### src/rtl/data_mem_responder_pkg.sv
// Shared widths, state decode and request payload for the memory responder.
package data_mem_responder_pkg;

   localparam int unsigned MEM_ADDR_W = 32;
   localparam int unsigned MEM_DATA_W = 32;
   localparam int unsigned MEM_BE_W   = 4;
   localparam int unsigned MEM_BYTE_W = 8;
   localparam int unsigned MEM_CNT_W  = 4;

   // Debug view of the response counter
   typedef enum logic [1:0] {
      MEM_IDLE,
      MEM_WAIT,
      MEM_RESP
   } mem_resp_state_e;

   // One core request as presented on the req/gnt interface
   typedef struct packed {
      logic [MEM_ADDR_W-1:0] addr;
      logic                  we;
      logic [MEM_BE_W-1:0]   be;
      logic [MEM_DATA_W-1:0] wdata;
   } mem_req_t;

   // Map the response counter onto its named state
   function automatic mem_resp_state_e decode_cnt(input logic [MEM_CNT_W-1:0] cnt);
      mem_resp_state_e st;
      if (cnt == MEM_CNT_W'(0)) begin
         st = MEM_IDLE;
      end else if (cnt == MEM_CNT_W'(1)) begin
         st = MEM_RESP;
      end else begin
         st = MEM_WAIT;
      end
      return st;
   endfunction

endpackage

### src/rtl/mem_word_array.sv
// Word-organised storage with byte-enabled synchronous write and registered read.
module mem_word_array
   import data_mem_responder_pkg::*;
#(
   parameter int unsigned WORDS = 64,
   parameter int unsigned IDX_W = 6
) (
   input  logic                  clk,
   input  logic                  en,
   input  logic                  we,
   input  logic [IDX_W-1:0]      idx,
   input  logic [MEM_BE_W-1:0]   be,
   input  logic [MEM_DATA_W-1:0] wdata,
   output logic [MEM_DATA_W-1:0] rdata
);

   // Contents are never reset; callers only read words they have written
   logic [MEM_DATA_W-1:0] mem [WORDS];

   // Byte-lane write, one access per cycle
   always_ff @(posedge clk) begin
      if (en && we) begin
         for (int b = 0; b < int'(MEM_BE_W); b++) begin
            if (be[b]) begin
               mem[idx][b*MEM_BYTE_W +: MEM_BYTE_W] <= wdata[b*MEM_BYTE_W +: MEM_BYTE_W];
            end
         end
      end
   end

   // Read word is captured and held until the next read access
   always_ff @(posedge clk) begin
      if (en && !we) begin
         rdata <= mem[idx];
      end
   end

endmodule

### src/rtl/data_mem_responder.sv
// Memory-side responder for a req/gnt/rvalid port with fixed grant-to-response latency.
module data_mem_responder
   import data_mem_responder_pkg::*;
#(
   parameter int unsigned MEM_BYTES = 256,
   parameter int unsigned LATENCY   = 1
) (
   input  logic                  clk,
   input  logic                  rst,
   input  logic                  req_i,
   input  logic [MEM_ADDR_W-1:0] addr_i,
   input  logic                  we_i,
   input  logic [MEM_BE_W-1:0]   be_i,
   input  logic [MEM_DATA_W-1:0] wdata_i,
   output logic                  gnt_o,
   output logic                  rvalid_o,
   output logic [MEM_DATA_W-1:0] rdata_o,
   output logic                  err_o
);

   localparam int unsigned WORDS = MEM_BYTES / 4;
   localparam int unsigned IDX_W = (WORDS > 1) ? $clog2(WORDS) : 1;

   mem_req_t              req;
   mem_resp_state_e       state;
   logic [MEM_CNT_W-1:0]  cnt;
   logic [MEM_CNT_W-1:0]  cnt_d;
   logic                  err_q;
   logic                  err_d;
   logic                  rd_q;
   logic                  rd_d;
   logic                  grant;
   logic                  in_range;
   logic [IDX_W-1:0]      idx;
   logic [MEM_DATA_W-1:0] arr_rdata;

   // Pack the request fields and derive address decode
   assign req      = '{addr: addr_i, we: we_i, be: be_i, wdata: wdata_i};
   assign in_range = (req.addr < MEM_ADDR_W'(MEM_BYTES));
   assign idx      = req.addr[IDX_W+1:2];
   assign state    = decode_cnt(cnt);

   // Accept in IDLE or in the RESP cycle of the previous request
   assign grant = req_i && !rst && (state != MEM_WAIT);

   // Next-state: reload counter on grant, otherwise count down to idle
   always_comb begin
      cnt_d = cnt;
      err_d = err_q;
      rd_d  = rd_q;
      if (grant) begin
         cnt_d = MEM_CNT_W'(LATENCY);
         err_d = !in_range;
         rd_d  = !req.we;
      end else if (state != MEM_IDLE) begin
         cnt_d = cnt - MEM_CNT_W'(1);
      end
   end

   // Counter and response-kind registers; reset drops any pending response
   always_ff @(posedge clk) begin
      if (rst) begin
         cnt   <= '0;
         err_q <= 1'b0;
         rd_q  <= 1'b0;
      end else begin
         cnt   <= cnt_d;
         err_q <= err_d;
         rd_q  <= rd_d;
      end
   end

   mem_word_array #(
      .WORDS (WORDS),
      .IDX_W (IDX_W)
   ) u_array (
      .clk   (clk),
      .en    (grant && in_range),
      .we    (req.we),
      .idx   (idx),
      .be    (req.be),
      .wdata (req.wdata),
      .rdata (arr_rdata)
   );

   // Response outputs are zero outside the response cycle
   assign gnt_o    = grant;
   assign rvalid_o = (state == MEM_RESP);
   assign err_o    = rvalid_o && err_q;
   assign rdata_o  = (rvalid_o && rd_q && !err_q) ? arr_rdata : '0;

endmodule

### config.mk
export PLATFORM = sky130hd
export DESIGN_NAME = data_mem_responder
export DESIGN_NICKNAME = d
export VERILOG_FILES = /design/src/rtl/data_mem_responder_pkg.sv /design/src/rtl/mem_word_array.sv /design/src/rtl/data_mem_responder.sv
export SDC_FILE = /design/constraint.sdc
export NUM_CORES = 2
export LEC_CHECK = 0
export CORE_AREA = 2 2 315 472
export CTS_BUF_LIST = sky130_fd_sc_hd__clkbuf_8 sky130_fd_sc_hd__clkbuf_16
export CTS_CLUSTER_SIZE = 40
export DETAILED_ROUTE_END_ITERATION = 10
export DIE_AREA = 0 0 317 474
export PLACE_DENSITY = 0.68
export SYNTH_ARGS = -nofsm -noshare
export SYNTH_HDL_FRONTEND = slang
export SYNTH_SLANG_ARGS = --single-unit
### constraint.sdc
create_clock -name clk -period 6.67 [get_ports clk]
set_clock_uncertainty 0.2 [all_clocks]
set_input_delay 0.667 -clock clk [delete_from_list [all_inputs] [get_ports clk]]
set_output_delay 0.667 -clock clk [all_outputs]
set_load 0.03 [all_outputs]
======== Word-level counts from Yosys, hierarchy flattened ========
Memory sizes are Yosys's and may differ from the RTL's. A register that Yosys moved wholly into a read port is not among the register bits.
Index checks and enable logic that the tools add are counted.
Widths: inputs -> output; s select.
storage, ports and cells
  bits in registers ....................... 6
  bits in writable memories ............... 2048
  memories kept ........................... 1
memory list
  name         words  width  read ports  clocked after memory_dff  wr ports  line                  source
  u_array.mem  64     32     1           1                         1         mem_word_array.sv:18  logic [MEM_DATA_W-1:0] mem [WORDS];
cells by class
  $add $sub $neg .......................... 1
  magnitude comparators ................... 1
  equal/unequal tests ..................... 3
  muxes and demuxes ....................... 17
  reduce and logical (&&, ||, !) cells .... 16
operators with widths
  operator             count
  $lt 32x9->1 const B  1
  $mux 32              1
  $mux 1               14
  $logic_and 1x1->1    8
  $eq 4x1->1 const B   1
  $logic_not 1->1      4
  $logic_not 4->1      1
  $mux 2               2
  $reduce_bool 2->1    2
  $sub 4x1->4 const B  1
  $eq 2x2->1 const B   1
  $ne 2x1->1 const B   1
  $reduce_or 2->1      1

======== Logic depth before layout (Yosys ltp) ========
  depth after elaboration ................. 9
  depth in mapped cells ................... 11

======== By module ========
Synthesis repeated with hierarchy kept, for this count alone.
unflattened totals
  cells, all modules ...................... 4719
  area, all modules ....................... 80424.6 µm²
by module, submodules not included
  module              instances  cells an instance  area an instance (µm²)
  mem_word_array      1          4634               79740.2
  data_mem_responder  1          85                 684.4

======== Worst setup path after synthesis ========
Ideal clock, no wire load.
  kind .................................... input-to-reg
  start point ............................. input port addr_i[9]
  end point ............................... register u_array.rdata[0], read port of u_array.mem, enable pin
  setup time .............................. 0.502 ns
  arrival time ............................ 4.288 ns
  data required time ...................... 5.968 ns
  slack ................................... 1.680 ns
  stages .................................. 4
  buffers on the path ..................... 0
  path through ............................ nor4_1 -> and4_1 -> nand3_1 -> nor4_1
on the way
  cells in the longest elaborated chain, start to end .. 3
ends and longest elaborated chain
  item                line                      source
  start: declaration  data_mem_responder.sv:11  input logic [MEM_ADDR_W-1:0] addr_i,
  $lt 32x9->1         data_mem_responder.sv:39  assign in_range = (req.addr < MEM_ADDR_W'(MEM_BYTES));
  $logic_and 1x1->1   data_mem_responder.sv:78  .en (grant && in_range),
  $logic_and 1x1->1   mem_word_array.sv:33      if (en && !we) begin
  end: declaration    mem_word_array.sv:14      output logic [MEM_DATA_W-1:0] rdata
Every way passes these cells.
A chain may end at the register's enable or synchronous reset.

======== Worst setup path after layout ========
  start point ............................. register cnt[0]
  end point ............................... output port rdata_o[12]
on the way
  cells in the longest elaborated chain, start to end .. 7
ends and longest elaborated chain
  item                                 line                          source
  start: declaration                   data_mem_responder.sv:26      logic [MEM_CNT_W-1:0] cnt;
  start signal: assignment             data_mem_responder.sv:67      cnt <= cnt_d;
  $eq 4x1->1                           data_mem_responder_pkg.sv:30  end else if (cnt == MEM_CNT_W'(1)) begin
  $mux 2                               data_mem_responder_pkg.sv:30
  $mux 2 (*)                           data_mem_responder_pkg.sv:28  if (cnt == MEM_CNT_W'(0)) begin
  $eq 2x2->1 (*)                       data_mem_responder.sv:88      assign rvalid_o = (state == MEM_RESP);
  $logic_and 1x1->1 (*) (2 in series)  data_mem_responder.sv:90      assign rdata_o = (rvalid_o && rd_q && !err_q) ? arr_rdata : '0;
  $mux 32 (*)                          data_mem_responder.sv:90
  end: declaration                     data_mem_responder.sv:17      output logic [MEM_DATA_W-1:0] rdata_o,
Mark *: on every way between the ends. The rest lies on a longest branch, timed or not.

==> flow_metrics.py <==
metrics = {
    "sta": {
        "slew_headroom": 0.0945,
        "tightest_slew_ns": 1.35,
        "max_freq_ghz": 0.208,
        "rsz0062_at_grt": "false",
        "hold_viol_final": 0,
        "finalSetupViolCount": 0,
        "slew_violations": 0,
        "setup_tns_ns": 0,
        "period_share": 0.720,
        "period_minus_slack_ns": 4.80,
    },
    "cts": {
        "cts_buffer_depth": 3,
        "clk_latency_ns": 0.84,
        "cts_made_buffers": 176,
        "clk_pin_slew_ns": 0.06,
        "cts.sinks": 2086,
        "cts_tree": "built",
        "post_cts_resized": 0,
        "clockRootBuffer": "clkbuf_16",
        "cts-hold-fix-buffers": 0,
        "htreeDepth": 4,
        "postCtsSetupRepairBufs": 0,
    },
    "yosys": {
        "ys_async_sr_fraction": 0,
        "ys.flop_type": "edfxtp_1",
        "syn_area_sq_um": 79900,
        "yosysWarnings": 0,
        "syn_inst": 4675,
        "synth_edf_count": 2080,
        "ys_ff_latch": 2086,
        "synth_top_area_frac": 0.782,
        "synth_area_leaders": "edfxtp_1 (78%), a221oi_1 (4.4%), a22oi_1 (3.2%)",
        "yosysSeqAreaShare": 0.784,
        "yosys.area.top_type": "edfxtp_1",
        "syn_nets": 4749,
        "ys_types": 67,
        "syn_area_per_cell_sq_um": 17.1,
    },
    "placement": {
        "io_buffers": 104,
        "dp_hpwl_um": 161000,
        "gp_congestion": 0.926,
    },
    "final_layout": {
        "nFillCells": 10400,
        "areaGrowthSynthToFinish_pct": 10.9,
        "final_common_cell": "edfxtp_1",
        "mostFrequentLayoutCells": "edfxtp_1 (2080), nor2_1 (429), a221oi_1 (398), a22oi_1 (339), clkbuf_16 (181)",
        "nets": 4828,
        "multi_input_area_sq_um": 15800,
        "final-seq-area_sq_um": 62600,
        "layout-drive-gt1-share": 0.114,
    },
    "route": {
        "wl_met3_um": 36400,
        "drt-met1-wl_um": 86700,
        "top_layer": "met5",
        "post_drt_wl_per_cell_um": 39.1,
        "first_pass_iters": 6,
        "wirelength_um": 267000,
        "num_vias": 49400,
        "vias_per_cell": 7.23,
        "wl_met2_um": 121000,
        "drcViolationCount": 0,
        "drt_iter0_markers": 8278,
        "final_antenna_net_count": 0,
    },
    "floorplanning": {
        "core_sq_um": 146000,
        "die_area_sq_um": 150000,
        "fp.dieW_um": 317,
        "pin_count": 107,
        "start_util": 0.546,
        "die_y_um": 474,
        "row_count": 172,
    },
    "setup_path": {
        "required_ns": 5.80,
        "reg2reg_to": "u_array.mem[15][3]",
        "r2r_start": "cnt[0]",
        "critical_path.endpoint": "rdata_o[12]",
        "rr_worst_depth": 7,
        "reg2reg_slack_ns": 2.23,
        "critPathCaptureType": "primary output",
        "crit_fanout": 32,
        "arrival_ns": 3.94,
        "critPathLaunch": "cnt[0]",
        "path_class": "flip-flop to primary output",
        "startpoint_type": "flip-flop",
    },
    "grt": {
        "grt_pass1_wl_um": 365000,
        "grt-ovfl-total": 0,
        "grt_max_degree": 96,
        "grt_use_total": 0.355,
        "grt_antenna_before_repair": 22,
        "grt_pass1_vias": 47000,
    },
    "power_and_ir_drop": {
        "vdd_drop_max_mv": 0.228,
        "fin_total_pwr_mw": 26.0,
        "p_per_area_nw_per_um2": 293,
        "p_leak_nw": 27.2,
    },
    "hold_path": {
        "min_path_type": "input port to flip-flop",
        "hp-start": "we_i",
    },
    "run": {
        "cap_violations": 0,
    },
    "outcome": {
        "status": "finished, final reports clean",
    },
}
[state kept, by name, summed over array words and instances (netlist names)]
signal         flops
u_array.mem     2048
u_array.rdata     32
rd_q               1
cnt                4
err_q              1
[logic make-up after synthesis]
kind of cell	Yosys count	share of synthesized area
multiplexers	230	0.0370
XOR/XNOR	1	0.000110
adder cells (fa/ha/maj)	2	0.000313
buffers and inverters	362	0.0207
flip-flops	2086	0.784
AO/OA/AOI/OAI	1244	0.117
AND/OR/NAND/NOR	750	0.0412
[metrics by stage]
stage,util,hold slack [ns],std cells,setup slack (ns),cell area (sq um)
6_report,0.606,0.304,6832,1.87,88600
5_1_grt,0.606,0.328,6809,1.61,88500
4_1_cts,0.606,0.290,6804,1.75,88500
3_5_place_dp,0.569,0.306,6490,1.71,83100
3_3_place_gp,0.569,0.286,6490,1.76,83100
2_1_floorplan,-,0.274,4675,1.68,79900
[routing by layer]
metal / up-vias / GRT usage
li1: 19500 / -
met1: 24900 / 0.439
met2: 4199 / 0.530
met3: 865 / 0.109
met4: 14 / 0.257
met5: - / 0.00428
[synthesized netlist by cell type, types with 40 or more instances]
library cell  instances
nor3_1               53
buf_1                41
clkbuf_1            161
a22oi_1             339
mux2i_1             142
buf_2               133
mux4_2               48
edfxtp_1           2080
o21ai_0              95
nor2_1              437
a21oi_1              92
nand2_1             121
o22ai_1             143
a221oi_1            398
mux2_2               40
[worst max-delay path: stages, from the launching register on]
cell and delay (ns):
dfxtp_1 0.38, inv_1 0.06, ha_1 0.26, nor4b_1 0.39, and3b_2 0.98, and2_1 0.23
clkdlybuf4s50_1 0.76
[final cells by class]
class	count	area share
Sequential cell	2086	0.707
Multi-Input combinational cell	2227	0.179
Clock buffer	181	0.0511
Tap cell	1914	0.0270
Timing Repair Buffer	259	0.0256
Clock inverter	133	0.0100
Antenna cell	28	0.000791
Inverter	4	0.000226
[how the worst min path moves through the flow]
stage	cells past startpoint	endpoint	slack, ns
final	2	rd_q	0.30
after global routing	2	u_array.mem[42][9]	0.33
after CTS	2	rd_q	0.29
after detailed placement	2	rd_q	0.31
after global placement	2	rd_q	0.29
after floorplan	2	rd_q	0.27
[where the power goes]
part           internal (mW)  switching (mW)  leakage [nW]
Sequential              14.4          0.0120          18.7
Clock                   5.32            4.60          2.79
Combinational          0.435            1.19          5.64
Total                   20.2            5.80          27.2
No activity file was read; power rests on OpenSTA's default activity.
